`config.mk`:
```
export PLATFORM = sky130hd
export DESIGN_NAME = audio_level_sampler
export DESIGN_NICKNAME = d
export VERILOG_FILES = /design/src/rtl/audio_level_sampler.sv
export SDC_FILE = /design/constraint.sdc
export NUM_CORES = 1
export LEC_CHECK = 0
export CELL_PAD_IN_SITES_DETAIL_PLACEMENT = 0
export CELL_PAD_IN_SITES_GLOBAL_PLACEMENT = 2
export CORE_MARGIN = 8
export CORE_UTILIZATION = 44
export DETAILED_ROUTE_END_ITERATION = 8
export DONT_BUFFER_PORTS = 1
export PLACE_DENSITY_LB_ADDON = 0.2
export SYNTH_ARGS = -nofsm -noshare
export SYNTH_HDL_FRONTEND = slang
export SYNTH_SLANG_ARGS = --single-unit
```
`constraint.sdc`:
```
create_clock -name clk -period 4.9 [get_ports clk]
set_clock_uncertainty 0.15 [all_clocks]
set_input_delay 0.49 -clock clk [delete_from_list [all_inputs] [get_ports clk]]
set_output_delay 0.49 -clock clk [all_outputs]
set_load 0.05 [all_outputs]
```
`src/rtl/audio_level_sampler.sv`:
```
// audio_level_sampler
//   Peak-hold level detector feeding audio_averaging. Each sample is
//   rectified to a magnitude. The peak is then held over WINDOW samples.
//   At the end of every window the 8-bit peak level is presented together
//   with a one-cycle start flag.
//
// Ports
//   clk                  : system clock
//   rst_n                : asynchronous active-low reset
//   enable               : capture enable; low returns the block to IDLE
//   sample_tick          : sample-rate strobe from a slower, asynchronous
//                          domain; a rising edge means a new sample
//   sample_in            : signed sample, stable for at least 4 clk after
//                          sample_tick rises
//   level_out            : peak level of the last completed window
//   start_averaging_flag : one-cycle pulse; level_out is valid in the same
//                          cycle
//   overrun              : sticky; a tick rise arrived while busy and was
//                          dropped
//
// Handshake: there is no back-pressure. start_averaging_flag is a
// single-cycle valid strobe for level_out. level_out then holds its value
// until the next window completes.
module audio_level_sampler #(
   parameter int WINDOW   = 16,
   parameter int SAMPLE_W = 16
) (
   input  logic                clk,
   input  logic                rst_n,
   input  logic                enable,
   input  logic                sample_tick,
   input  logic [SAMPLE_W-1:0] sample_in,
   output logic [7:0]          level_out,
   output logic                start_averaging_flag,
   output logic                overrun
);

   localparam int              CNT_W = (WINDOW > 2) ? $clog2(WINDOW) : 1;
   localparam logic [CNT_W-1:0] LAST = CNT_W'(WINDOW - 1);

   typedef enum logic [1:0] {
      IDLE  = 2'd0,
      WAIT  = 2'd1,
      ACCUM = 2'd2,
      EMIT  = 2'd3
   } state_t;

   state_t              state;
   logic                s1, s2, s3;
   logic                tick_rise;
   logic [SAMPLE_W-1:0] sample_reg;
   logic [SAMPLE_W-1:0] neg;
   logic [SAMPLE_W-2:0] mag;
   logic [7:0]          lvl;
   logic [7:0]          peak;
   logic [7:0]          peak_next;
   logic [CNT_W-1:0]    count;

   // s1 is the metastability-catching flop. The edge is detected between
   // s2 and s3, so only settled values are used.
   assign tick_rise = s2 & ~s3;

   // Rectify the captured sample. Only the most-negative code negates back
   // to a negative value. That code saturates to full-scale magnitude.
   assign neg = ~sample_reg + SAMPLE_W'(1);

   always_comb begin
      mag = '0;
      if (!sample_reg[SAMPLE_W-1])
         mag = sample_reg[SAMPLE_W-2:0];
      else if (neg[SAMPLE_W-1])
         mag = '1;
      else
         mag = neg[SAMPLE_W-2:0];
   end

   assign lvl       = mag[SAMPLE_W-2 -: 8];
   assign peak_next = (lvl > peak) ? lvl : peak;

   always_ff @(posedge clk or negedge rst_n) begin
      if (!rst_n) begin
         s1                   <= 1'b0;
         s2                   <= 1'b0;
         s3                   <= 1'b0;
         state                <= IDLE;
         sample_reg           <= '0;
         peak                 <= '0;
         count                <= '0;
         level_out            <= '0;
         start_averaging_flag <= 1'b0;
         overrun              <= 1'b0;
      end else begin
         s1 <= sample_tick;
         s2 <= s1;
         s3 <= s2;
         if (!enable) begin
            // level_out is deliberately kept so downstream sees a stable value.
            state                <= IDLE;
            peak                 <= '0;
            count                <= '0;
            start_averaging_flag <= 1'b0;
         end else begin
            case (state)
               IDLE: state <= WAIT;
               WAIT: begin
                  if (tick_rise) begin
                     sample_reg <= sample_in;
                     state      <= ACCUM;
                  end
               end
               ACCUM: begin
                  if (tick_rise)
                     overrun <= 1'b1;
                  if (count == LAST) begin
                     level_out            <= peak_next;
                     start_averaging_flag <= 1'b1;
                     state                <= EMIT;
                  end else begin
                     peak  <= peak_next;
                     count <= count + CNT_W'(1);
                     state <= WAIT;
                  end
               end
               EMIT: begin
                  if (tick_rise)
                     overrun <= 1'b1;
                  start_averaging_flag <= 1'b0;
                  peak                 <= '0;
                  count                <= '0;
                  state                <= WAIT;
               end
               default: state <= IDLE;
            endcase
         end
      end
   end

endmodule
```
======== Yosys cells after proc, flatten, opt, wreduce, memory -nomap -nowiden ========
Cells that the tools add are included.
word-level totals
  word-level logic and storage cells ...... 48
  input bits .............................. 20
  output and inout bits ................... 10
  bits in registers ....................... 43
operators by class
  $add $sub $neg .......................... 2
  bitwise logic cells ..................... 3
  equality and inequality tests ........... 8
  multiplexer cells ....................... 16
  reduce and logical (&&, ||, !) cells .... 8
  order comparisons ....................... 1
operators by type and width
  kind                                                  count
  two-way mux 15 bit                                    2
  two-way mux 8 bit                                     3
  adder 16 x 1 -> 16 bit (second input constant)        1
  inverter 16 bit                                       1
  one-hot mux 8 bit (2 select lines)                    1
  != test 3 bit (second input constant)                 3
  AND reduction 3 bit                                   3
  greater-than comparator 8 bit                         1
  two-way mux 4 bit                                     2
  one-hot mux 4 bit (2 select lines)                    1
  two-way mux 2 bit                                     3
  one-hot mux 2 bit (3 select lines)                    1
  adder 4 x 1 -> 4 bit (second input constant)          1
  equality test 2 bit (second input constant)           2
  equality test 4 bit (second input constant)           1
  AND reduction 2 bit                                   2
  OR reduction 2 bit                                    2
  != test 3 x 1 -> 1 bit (second input constant)        1
  equality test 2 x 1 -> 1 bit (second input constant)  1
  zero test 2 bit                                       1
  two-way mux 1 bit                                     2
  one-hot mux 1 bit (2 select lines)                    1
  AND 1 bit                                             1
  inverter 1 bit                                        1

======== Longest topological paths before layout ========
Gate-level depths: netlist (run 1).
  word-level depth ........................ 9
  gate-level depth with buffers ........... 12
  gate-level depth less buffers ........... 11

======== Worst setup path after synthesis (run 1) ========
No wires, ideal clock.
  path kind ............................... flip-flop to flip-flop
  from .................................... register sample_reg[7]
  to ...................................... register level_out[7]
  cell stages (with the launch flop) ...... 13
  library setup time ...................... 116 ps
  path buffers ............................ 1
  arrival ................................. 3,027 ps
  data required time ...................... 4,634 ps
  path slack .............................. 1,607 ps
  period minus slack after synthesis ...... 3,293 ps
  cell sequence ........................... dfrtp_1 > or2_1 > or4_4 > o41a_1 > o21ai_1 > inv_1 > ha_1 > nand4_1 > or2_2 > clkbuf_1 > o21ai_2 > nand2_1 > o311ai_0
between the ends
  cells in the longest elaborated chain, start to end .. 6
RTL lines
  element                        line  text
  start, declared                51    logic [SAMPLE_W-1:0] sample_reg;
  start signal, assigned         107   sample_reg <= sample_in;
  inverter 16 bit                65    assign neg = ~sample_reg + SAMPLE_W'(1);
  adder 16 x 1 -> 16 bit         65
  two-way mux 15 bit             71    else if (neg[SAMPLE_W-1])
  two-way mux 15 bit (*)         69    if (!sample_reg[SAMPLE_W-1])
  greater-than comparator 8 bit  78    assign peak_next = (lvl > peak) ? lvl : peak;
  two-way mux 8 bit (*)          78
  end signal, assigned           115   level_out <= peak_next;
  end, declared                  33    output logic [7:0] level_out,
Mark *: on every way between the ends. The rest lies on a longest branch, timed or not.
A chain may end at the register's enable or synchronous reset.

======== Worst setup path after layout (run 1) ========
  from .................................... register sample_reg[4]
  to ...................................... register level_out[7]
between the ends
  cells in the longest elaborated chain, start to end .. 6
RTL lines
  element                        line
  inverter 16 bit (*)            65
  adder 16 x 1 -> 16 bit (*)     65
  two-way mux 15 bit (*)         71
  two-way mux 15 bit (*)         69
  greater-than comparator 8 bit  78
  two-way mux 8 bit (*)          78
Marked as above.

==> results of run 1 <==
## report_power, final
group | internal (uW) | leakage, uW | switching (uW)
combinational | 118 | 0.000417 | 168
sequential | 392 | 0.000559 | 62.0
clock | 129 | 0.0000515 | 114
total | 638 | 0.00103 | 343
## synth_stat cells, types with 4 or more instances
cell	instances	area, um2
dfrtp_1	43	1080
mux2_2	18	203
nor2_1	15	56.3
inv_1	13	48.8
nand2_1	10	37.5
ha_1	9	113
nand3_1	7	35.0
o21ai_0	7	35.0
o211ai_1	6	45.0
a21oi_1	5	25.0
o31ai_1	5	37.5
a32o_1	4	40.0
clkbuf_1	4	15.0
o2bb2ai_1	4	35.0
## cells in the final DEF (no fill, tap or decap), types with 3 or more instances in the layout
cell / n
dfrtp_1: 43
mux2_2: 18
nor2_1: 15
inv_1: 13
nand2_1: 10
ha_1: 9
o21ai_0: 7
nand3_1: 7
clkbuf_8: 7
o211ai_1: 6
a21oi_1: 5
o31ai_1: 5
a32o_1: 4
o2bb2ai_1: 4
nor4_1: 3
a41oi_1: 3
a31oi_1: 3
a32oi_1: 3
## per-stage QoR
| step | area [um2] | std cells |
|---|---|---|
| 5_1_grt | 2520 | 287 |
| 3_5_place_dp | 2380 | 277 |
| 2_1_floorplan | 2330 | 214 |
| 6_report | 2520 | 287 |
| 4_1_cts | 2520 | 287 |
| 3_3_place_gp | 2380 | 277 |
## routing by layer
layer	track usage	routed length, um	vias up
li1	-	-	816
met2	0.237	2570	32
met3	0.0446	258	8
met4	0.0538	78	0
met5	0	0	-
met1	0.174	2310	836
## critical path, cell delays in order, from the launching register on
cell      delay [ps]
dfrtp_1          400
nor4_2           450
nand2_1          260
o41a_1           430
o21ai_1          240
inv_1             70
ha_1             280
nand4_1          150
or2_2            410
o21ai_2          190
nand2_1          210
o311ai_0         370
## final cells by class
cell class	count	area (um2)
fillers	477	2590
flip-flops and latches	43	1080
inverters	13	48.8
clock buffers	8	100
well taps	70	87.6
repair buffers	2	37.5
multi-input cells	151	1170
## kinds of logic after synthesis
family                   count (synthesis)
AO/OA/AOI/OAI                           60
XOR/XNOR                                 1
adder cells (fa/ha/maj)                  9
buffers and inverters                   20
flip-flops                              43
multiplexers                            18
AND/OR/NAND/NOR                         63
## repair_timing
action | in CTS | in global routing
resized for setup | 0 | 0
hold buffers | 2 | 0
setup endpoints to repair | 0 | 0
hold endpoints to repair | 43 | 0
## final timing paths
kind,from,end,slack (ps)
setup / recovery,sample_reg[4],level_out[7],1170
hold / removal,sample_tick,s1,70
setup reg to reg,sample_reg[4],level_out[7],1170
hold reg to reg,s1,s2,210
max in group asynchronous,rst_n,peak[6],3850
min in group asynchronous,rst_n,peak[7],550
==> summary.txt, run 1 <==
Drt
  – DRT iter0 DRCs: ~70
  – Final antenna-violating net count: 0
  – WL/cell: approximately 18 um
  – Via density: 5.90
  – DRC viols: 0
  – Final WL: 5.22 mm
  – Detailed-route via count: 1692
  – Initial DRT Pass Iterations: 4

Floorplanning
  – Die Ht: between 80 and 90 um
  – Die Area: about 7900 um2
  – Initial core utilization: 0.455
  – Rows: 26
  – IO Pins: 30
  – Core area: approximately 5100 um2
  – Die W: between 80 and 90 um

Global route
  – GRT Overall Usage: 0.145
  – Largest net degree at the start of global routing: 44
  – Initial antenna violation count: 0
  – Vias in the first global route: 1793
  – Grt total ovfl: 0
  – Global-route wire length before repair: 8.78 mm

Timing
  – Worst hold slack: ~74 ps
  – Min Tclk post-route: 3730 ps
  – Max Slew Vio Count: 0
  – Worst-Margin Slew: 795 ps
  – Hold Fails Final Rpt: 0
  – Unrepaired setup endpoints after global routing: false
  – # setup viols final: 0
  – Headroom to the max-slew limit: 0.467
  – Final worst slack: ~1200 ps
  – Period utilization: 0.761
  – Setup TNS: 0 ps
  – Max Clk Rate: 268 MHz

Placed design
  – DP HPWL: roughly 3.8 mm
  – Pre-CTS WS: approximately 1200 ps
  – GP Congestion: ~0.82
  – IO buf count: 0

Yosys
  – Post-synth EDFFs: 0
  – Synth warn: 0
  – Sequential area share after synthesis: 0.463
  – Syn Std Cell Area: approximately 2300 um2
  – Top FF cell, synth: dfrtp_1
  – Synth Area in Simple Gates: 0.159
  – Post-synth net total: approximately 240
  – Post-synthesis adder-cell area fraction: 0.0484
  – Synth Register Bits: 43
  – Largest family of logic cells by synthesized area: compound AO/OA/AOI/OAI gates
  – Post-Syn Area per Cell: ~11 um2
  – Post-synthesis async set-or-reset flop share: 1.00
  – Unique masters post-synth: just under 60
  – Multiplexer share of the synthesized area: 0.0871
  – Post-Synth XOR/XNOR Area: 0.00377
  – Synth Area in Compound Gates: 0.205
  – Synth Instances: between 200 and 250

Critical path
  – Setup Crit Path Kind: reg2reg
  – CP endpoint kind: register
  – Worst-path fanout max: 8
  – Reg2Reg Depth: 11
  – Crit path launch type: register
  – Critical Path RT: between 4000 and 5000 ps
  – Critical path arrival: approximately 3700 ps

Clocking
  – Setup Fix Bufs, Post-CTS: 0
  – H-Tree Level Count: 2
  – CTS Root Cell: clkbuf_8
  – Clock sinks: 43
  – Clock latency on the worst-skew pair: between 200 and 300 ps
  – CTS max path bufs: 2
  – Reg clk slew, reported paths: 80 ps
  – CTS tree: done
  – CTS buffer count: 5

Finish
  – Final Net Count: approximately 250
  – Diode count: 0
  – Max FFs per register: 16
  – Share of cells above drive strength 1: 0.184
  – Final core occ: 0.494
  – Area grow syn2layout: 8.39%

Status
  – Status: finished clean

Pwr
  – Static Leak: just over 0.001 uW
  – Power Density: 389 nW/um2
  – Final Total Pwr: 982 uW
  – Peak VDD IR: slightly above 200 uV

Job
  – Number of max-cap violations: 0

Worst hold path
  – Hold Path Depth: 0
  – Hold/Removal Path Class: in2reg
No activity file was read; power rests on OpenSTA's default activity.
==> run 2: changes to the inputs <==
--- a/config.mk
+++ b/config.mk
@@ -8,7 +8,7 @@
 export CELL_PAD_IN_SITES_DETAIL_PLACEMENT = 0
 export CELL_PAD_IN_SITES_GLOBAL_PLACEMENT = 2
 export CORE_MARGIN = 8
-export CORE_UTILIZATION = 44
+export CORE_UTILIZATION = 41
 export DETAILED_ROUTE_END_ITERATION = 8
 export DONT_BUFFER_PORTS = 1
 export PLACE_DENSITY_LB_ADDON = 0.2
==> constraint.sdc (replaced) <==
create_clock -name clk -period 3.6 [get_ports clk]
set_clock_uncertainty 0.15 [all_clocks]
set_input_delay 0.36 -clock clk [delete_from_list [all_inputs] [get_ports clk]]
set_output_delay 0.36 -clock clk [all_outputs]
set_load 0.05 [all_outputs]
==> summary.txt, run 2 (synthesis gave the netlist of run 1 again) <==
Finish
  – Commonest non-fill, non-tap cell in the layout: dfrtp_1
  – Area grow syn2layout: 11.8%
  – Final Net Count: 256 (+4.5%)
  – Fill cell count: 503 (+5.5%)
  – Most frequent cells in the layout: dfrtp_1 (43), mux2_2 (18), nor2_1 (15)
  – Max FFs per register: 16 (unchanged)
  – Diode count: 0 (unchanged)
  – Share of cells above drive strength 1: 0.232 (+0.0481)
  – Fin area: 2600 um2 (+3.1%)

Drt
  – DRT iter0 DRCs: 128 (+80%)
  – DRC viols: 0 (unchanged)
  – Initial DRT Pass Iterations: 4 (unchanged)
  – Detailed-route via count: 1719 (+1.6%)
  – Final WL: 5.02 mm (-3.8%)
  – Final antenna-violating net count: 0 (unchanged)
  – Via density: 5.73 (-2.8%)
  – WL/cell: 16.7 um (-7.9%)

Critical path
  – Slowest stage delay, CP: 450 ps (about the same)
  – Worst R2R End: peak[6]
  – Setup Crit Path Kind: reg2reg
  – Worst-path fanout max: 8 (unchanged)
  – Crit path max-delay family: simple AND/OR/NAND/NOR gates
  – Critical path arrival: 3430 ps (-310 ps)
  – Buffers plus inverters on the worst setup path: 1 (unchanged)
  – Crit path launch type: register
  – Reg2Reg Depth: 11 (unchanged)
  – CP max stage cell: or4_4
  – CP endpoint kind: register
  – Critical Path RT: 3670 ps (-1240 ps)
  – Critical-path cell list: or2_1 -> or4_4 -> o31a_1 -> o21ai_2 -> inv_1 -> ha_1 -> a211oi_1 -> nor2_1 -> or3b_1 -> o21ai_4 -> o2bb2ai_1
  – R2R setup slack: 240 ps (-930 ps)
  – Crit Reg-Reg Startpoint: sample_reg[7]

Status
  – Status: finished clean

Pwr
  – Peak VDD IR: 312 uV (+55%)
  – Static Leak: 0.00107 uW (+4.1%)
  – Final Total Pwr: 1350 uW (+38%)
  – Power Density: 521 nW/um2 (+34%)

Clocking
  – Clock latency on the worst-skew pair: 290 ps (about the same)
  – H-Tree Level Count: 2 (unchanged)
  – Clock sinks: 43 (unchanged)
  – CTS buffer count: 5 (unchanged)
  – CTS max path bufs: 2 (unchanged)
  – Reg clk slew, reported paths: 90 ps (about the same)
  – CTS Root Cell: clkbuf_8
  – CTS tree: done

Timing
  – # setup viols final: 0 (unchanged)
  – Min Tclk post-route: 3360 ps (-368 ps)
  – Worst-Margin Slew: 652 ps (-143 ps)
  – Period utilization: 0.934 (+0.173)
  – Setup TNS: 0 ps (unchanged)
  – Headroom to the max-slew limit: 0.563 (+0.0958)
  – Max Clk Rate: 297 MHz (+11%)
  – Hold Fails Final Rpt: 0 (unchanged)
  – Max Slew Vio Count: 0 (unchanged)
  – Unrepaired setup endpoints after global routing: false

Floorplanning
  – Initial core utilization: 0.422 (-0.0330)
  – Die Ht: 91.3 um (+2.9%)
  – Die W: 91.3 um (+2.9%)
  – IO Pins: 30 (unchanged)
  – Core area: 5510 um2 (+7.8%)
  – Rows: 27 (+3.8%)
  – Die Area: 8340 um2 (+6.0%)

Placed design
  – IO buf count: 0 (unchanged)
  – Placed cell area: 2450 um2 (+2.9%)
  – GP Congestion: 0.808 (-0.82%)
  – DP HPWL: 3.89 mm (+1.1%)

Global route
  – Vias in the first global route: 1736 (-3.2%)
  – GRT Overall Usage: 0.126 (-0.0186)
  – Grt total ovfl: 0 (unchanged)
  – Global-route wire length before repair: 8.61 mm (-2.0%)
  – Initial antenna violation count: 0 (unchanged)
  – Largest net degree at the start of global routing: 44 (unchanged)

Worst hold path
  – Hold endpoint: count[3]
  – Hold Path Depth: 1 (+1)
  – Hold wc startpoint: enable
  – Hold/Removal Path Class: in2reg

Job
  – Number of max-cap violations: 0 (unchanged)
==> run 2: cell count changes in the layout (fill, tap and decap cells not counted), sizes merged <==
cell and delta:
buf +10, clkbuf -3, clkinv +1, clkinvlp +2, dlygate4sd3 +1
==> run 2: metal layers <==
layer,global-route usage,vias to the layer above,part of all wire
li1,-,840,-
met1,0.154,836,0.45
met2,0.209,39,0.49
met3,0.0436,4,0.059
met4,0.0300,0,0.0088
met5,0,-,0
==> run 2: worst max path at each step <==
stage	from	end	slack, ps	cells after the start
global route	sample_reg[7]	level_out[7]	80	11
finish	sample_reg[7]	peak[6]	240	11
floorplan	sample_reg[7]	level_out[7]	310	12
CTS	sample_reg[7]	peak[6]	90	11
global placement	sample_reg[7]	peak[0]	240	11
detailed placement	sample_reg[7]	peak[6]	100	11
==> run 2: worst reg2reg max path, stage by stage (launching register included) <==
cell and delay, ps:
dfrtp_1 440, or2_1 270, or4_4 450, o31a_1 310, o21ai_2 170, inv_1 60
ha_1 290, a211oi_1 230, nor2_1 110, or3b_1 400, o21ai_4 270, o2bb2ai_1 160
==> run 2: where the power goes <==
part | internal (uW) | leakage [uW] | total, uW | switching (uW)
Clock | 135 | 0.0000402 | 296 | 161
Combinational | 202 | 0.000471 | 449 | 247
Sequential | 534 | 0.000559 | 609 | 75.7
Total | 871 | 0.00107 | 1350 | 484
==> run 2: cell type report <==
type,count,area (um2),share of cell area
flip-flops and latches,43,1080,0.414
clock inverters,3,20.0,0.00770
repair buffers,13,115,0.0443
clock buffers,5,68.8,0.0265
inverters,13,48.8,0.0188
well taps,72,90.1,0.0346
multi-input cells,151,1180,0.454
==> run 2: stage by stage <==
step            util  hold slack (ps)  cells  setup slack (ps)
2_1_floorplan      -            -85.6    214               307
4_1_cts        0.469             22.2    299              91.1
5_1_grt        0.472             11.4    300              76.5
3_5_place_dp   0.446            -83.8    288               101
6_report       0.472             30.7    300               238
3_3_place_gp   0.446            -83.8    288               237
==> run 2: what timing repair did <==
item | in CTS | in global routing
buffers inserted | 0 | 1
hold buffers | 3 | 0
gates resized for setup | 0 | 3
hold endpoints to repair | 44 | 0
setup endpoints to repair | 0 | 13
==> run 3: changes to the inputs <==
--- a/config.mk
+++ b/config.mk
@@ -7,11 +7,10 @@
 export LEC_CHECK = 0
 export CELL_PAD_IN_SITES_DETAIL_PLACEMENT = 0
 export CELL_PAD_IN_SITES_GLOBAL_PLACEMENT = 2
-export CORE_MARGIN = 8
 export CORE_UTILIZATION = 41
 export DETAILED_ROUTE_END_ITERATION = 8
 export DONT_BUFFER_PORTS = 1
-export PLACE_DENSITY_LB_ADDON = 0.2
+export PLACE_DENSITY = 0.76
 export SYNTH_ARGS = -nofsm -noshare
 export SYNTH_HDL_FRONTEND = slang
 export SYNTH_SLANG_ARGS = --single-unit
==> summary.txt, run 3 (synthesis gave the netlist of run 1 again) <==
Status
  – Status: finished clean

Drt
  – DRT iter0 DRCs: 59 (-54%)
  – Initial DRT Pass Iterations: 4 (unchanged)
  – WL/cell: 16.5 um (-1.7%)
  – Final WL: 4.95 mm (-1.3%)
  – DRC viols: 0 (unchanged)
  – Via density: 5.82 (+1.6%)
  – Detailed-route via count: 1752 (+1.9%)
  – Final antenna-violating net count: 0 (unchanged)

Finish
  – Area grow syn2layout: 14.5%
  – Commonest non-fill, non-tap cell in the layout: dfrtp_1
  – Footprint of the multi-input gates: 1180 um2 (+0.32%)
  – Final Net Count: 257 (+0.39%)
  – Most frequent cells in the layout: dfrtp_1 (43), mux2_2 (18), nor2_1 (15)
  – Diode count: 0 (unchanged)
  – Fill cell count: 547 (+8.7%)
  – Sequential Area: 1080 um2 (unchanged)
  – Final Non-Filler Cells: 301 (+0.33%)
  – Fin area: 2660 um2 (+2.4%)
  – Share of cells above drive strength 1: 0.240 (+0.00772)
  – Max FFs per register: 16 (unchanged)

Placed design
  – GP Congestion: 0.898 (+11%)
  – DP HPWL: 3.71 mm (-4.7%)
  – Placed cell area: 2460 um2 (+0.31%)
  – IO buf count: 0 (unchanged)
  – Placed Cells: 289 (+0.35%)

Clocking
  – CTS tree: done
  – CTS max path bufs: 2 (unchanged)
  – Clock latency on the worst-skew pair: 300 ps (about the same)
  – CTS buffer count: 5 (unchanged)
  – CTS Root Cell: clkbuf_8
  – H-Tree Level Count: 2 (unchanged)
  – Reg clk slew, reported paths: 80 ps (about the same)
  – Clock sinks: 43 (unchanged)

Pwr
  – Power Density: 570 nW/um2 (+9.4%)
  – Static Leak: 0.00110 uW (+3.2%)
  – Peak VDD IR: 291 uV (-6.9%)

Timing
  – Period utilization: 0.949 (+0.0154)
  – Unrepaired setup endpoints after global routing: false
  – Max Clk Rate: 293 MHz (-1.6%)
  – Hold Fails Final Rpt: 0 (unchanged)
  – Min Tclk post-route: 3420 ps (+55.6 ps)
  – Max Slew Vio Count: 0 (unchanged)
  – Setup TNS: 0 ps (unchanged)
  – # setup viols final: 0 (unchanged)
  – Worst-Margin Slew: 657 ps (+5.36 ps)
  – Headroom to the max-slew limit: 0.559 (-0.00359)

Global route
  – Largest net degree at the start of global routing: 44 (unchanged)
  – GRT Overall Usage: 0.185 (+0.0585)
  – Initial antenna violation count: 0 (unchanged)
  – Grt total ovfl: 0 (unchanged)
  – Global-route wire length before repair: 8.69 mm (+0.88%)
  – Vias in the first global route: 1824 (+5.1%)

Floorplanning
  – Die W: 77.3 um (-15%)
  – Die Ht: 77.3 um (-15%)
  – IO Pins: 30 (unchanged)
  – Die Area: 5980 um2 (-28%)
  – Core area: 5470 um2 (-0.61%)
  – Initial core utilization: 0.425 (+0.00261)
  – Rows: 27 (unchanged)

Critical path
  – CP endpoint kind: register
  – Crit path launch type: register
  – Slowest stage delay, CP: 460 ps (about the same)
  – Critical-path cell list: or2_1 -> or4_4 -> o31a_1 -> o21ai_2 -> inv_1 -> ha_1 -> a211oi_2 -> nor2_1 -> or3b_1 -> o21ai_4 -> a32o_1
  – Setup Crit Path Kind: reg2reg
  – Worst-path fanout max: 8 (unchanged)
  – Critical Path RT: 3690 ps (+20 ps)
  – CP max stage cell: or4_4
  – Critical path arrival: 3500 ps (+70 ps)

Worst hold path
  – Hold/Removal Path Class: in2reg

Job
  – Number of max-cap violations: 0 (unchanged)
-- run 3: layer usage --
layer | wire (um) | track usage | part of all wire
met1 | 2280 | 0.240 | 0.46
met2 | 2450 | 0.311 | 0.50
met3 | 150 | 0.0345 | 0.030
met4 | 66 | 0.0585 | 0.013
met5 | 0 | 0 | 0
-- run 3: layout make-up --
class	instances	share of cell area
Clock inverter	2	0.0226
Multi-Input combinational cell	151	0.445
Inverter	13	0.0183
Timing Repair Buffer	14	0.0489
Sequential cell	43	0.404
Clock buffer	6	0.0273
Tap cell	72	0.0338
-- run 3: critical path, delay by kind of cell, from the launching register on --
| family | cells | cell delay, ps |
|---|---|---|
| AO/OA/AOI/OAI | 5 | 1170 |
| adder cells (fa/ha/maj) | 1 | 310 |
| buffers and inverters | 1 | 60 |
| flip-flops | 1 | 440 |
| AND/OR/NAND/NOR | 4 | 1230 |
-- run 3: repair_timing --
item                                   4_1_cts  5_1_grt
setup endpoints to repair                    0       16
resized for setup                            0        5
buffers inserted                             0        1
endpoints found under the hold margin       44        0
hold buffers                                 3        0
-- run 3: power by group --
group | total (uW) | switching [uW] | internal, uW
logic | 469 | 260 | 209
registers | 604 | 70.7 | 534
clock network | 445 | 168 | 277
-- run 3: final timing paths --
kind / start / end / slack (ps) / cells past startpoint
setup / recovery: sample_reg[7] / peak[4] / 180 / 11
hold / removal: enable / count[3] / 20 / 1
setup reg to reg: sample_reg[7] / peak[4] / 180 / 11
hold reg to reg: s1 / s2 / 240 / 0
max in group asynchronous: rst_n / sample_reg[13] / 2690 / 2
min in group asynchronous: rst_n / level_out[0] / 410 / 2
-- run 3: stage by stage --
stage / setup slack (ps) / util / power [uW] / hold WS [ps]
after floorplan: 307 / - / 906 / -85.6
after global placement: 127 / 0.450 / 1040 / -83.9
after detailed placement: 73.1 / 0.450 / 1050 / -84.1
after CTS: 45.2 / 0.483 / 1520 / 16.8
after global routing: 23.9 / 0.487 / 1610 / 26.1
final: 183 / 0.487 / 1520 / 24.0
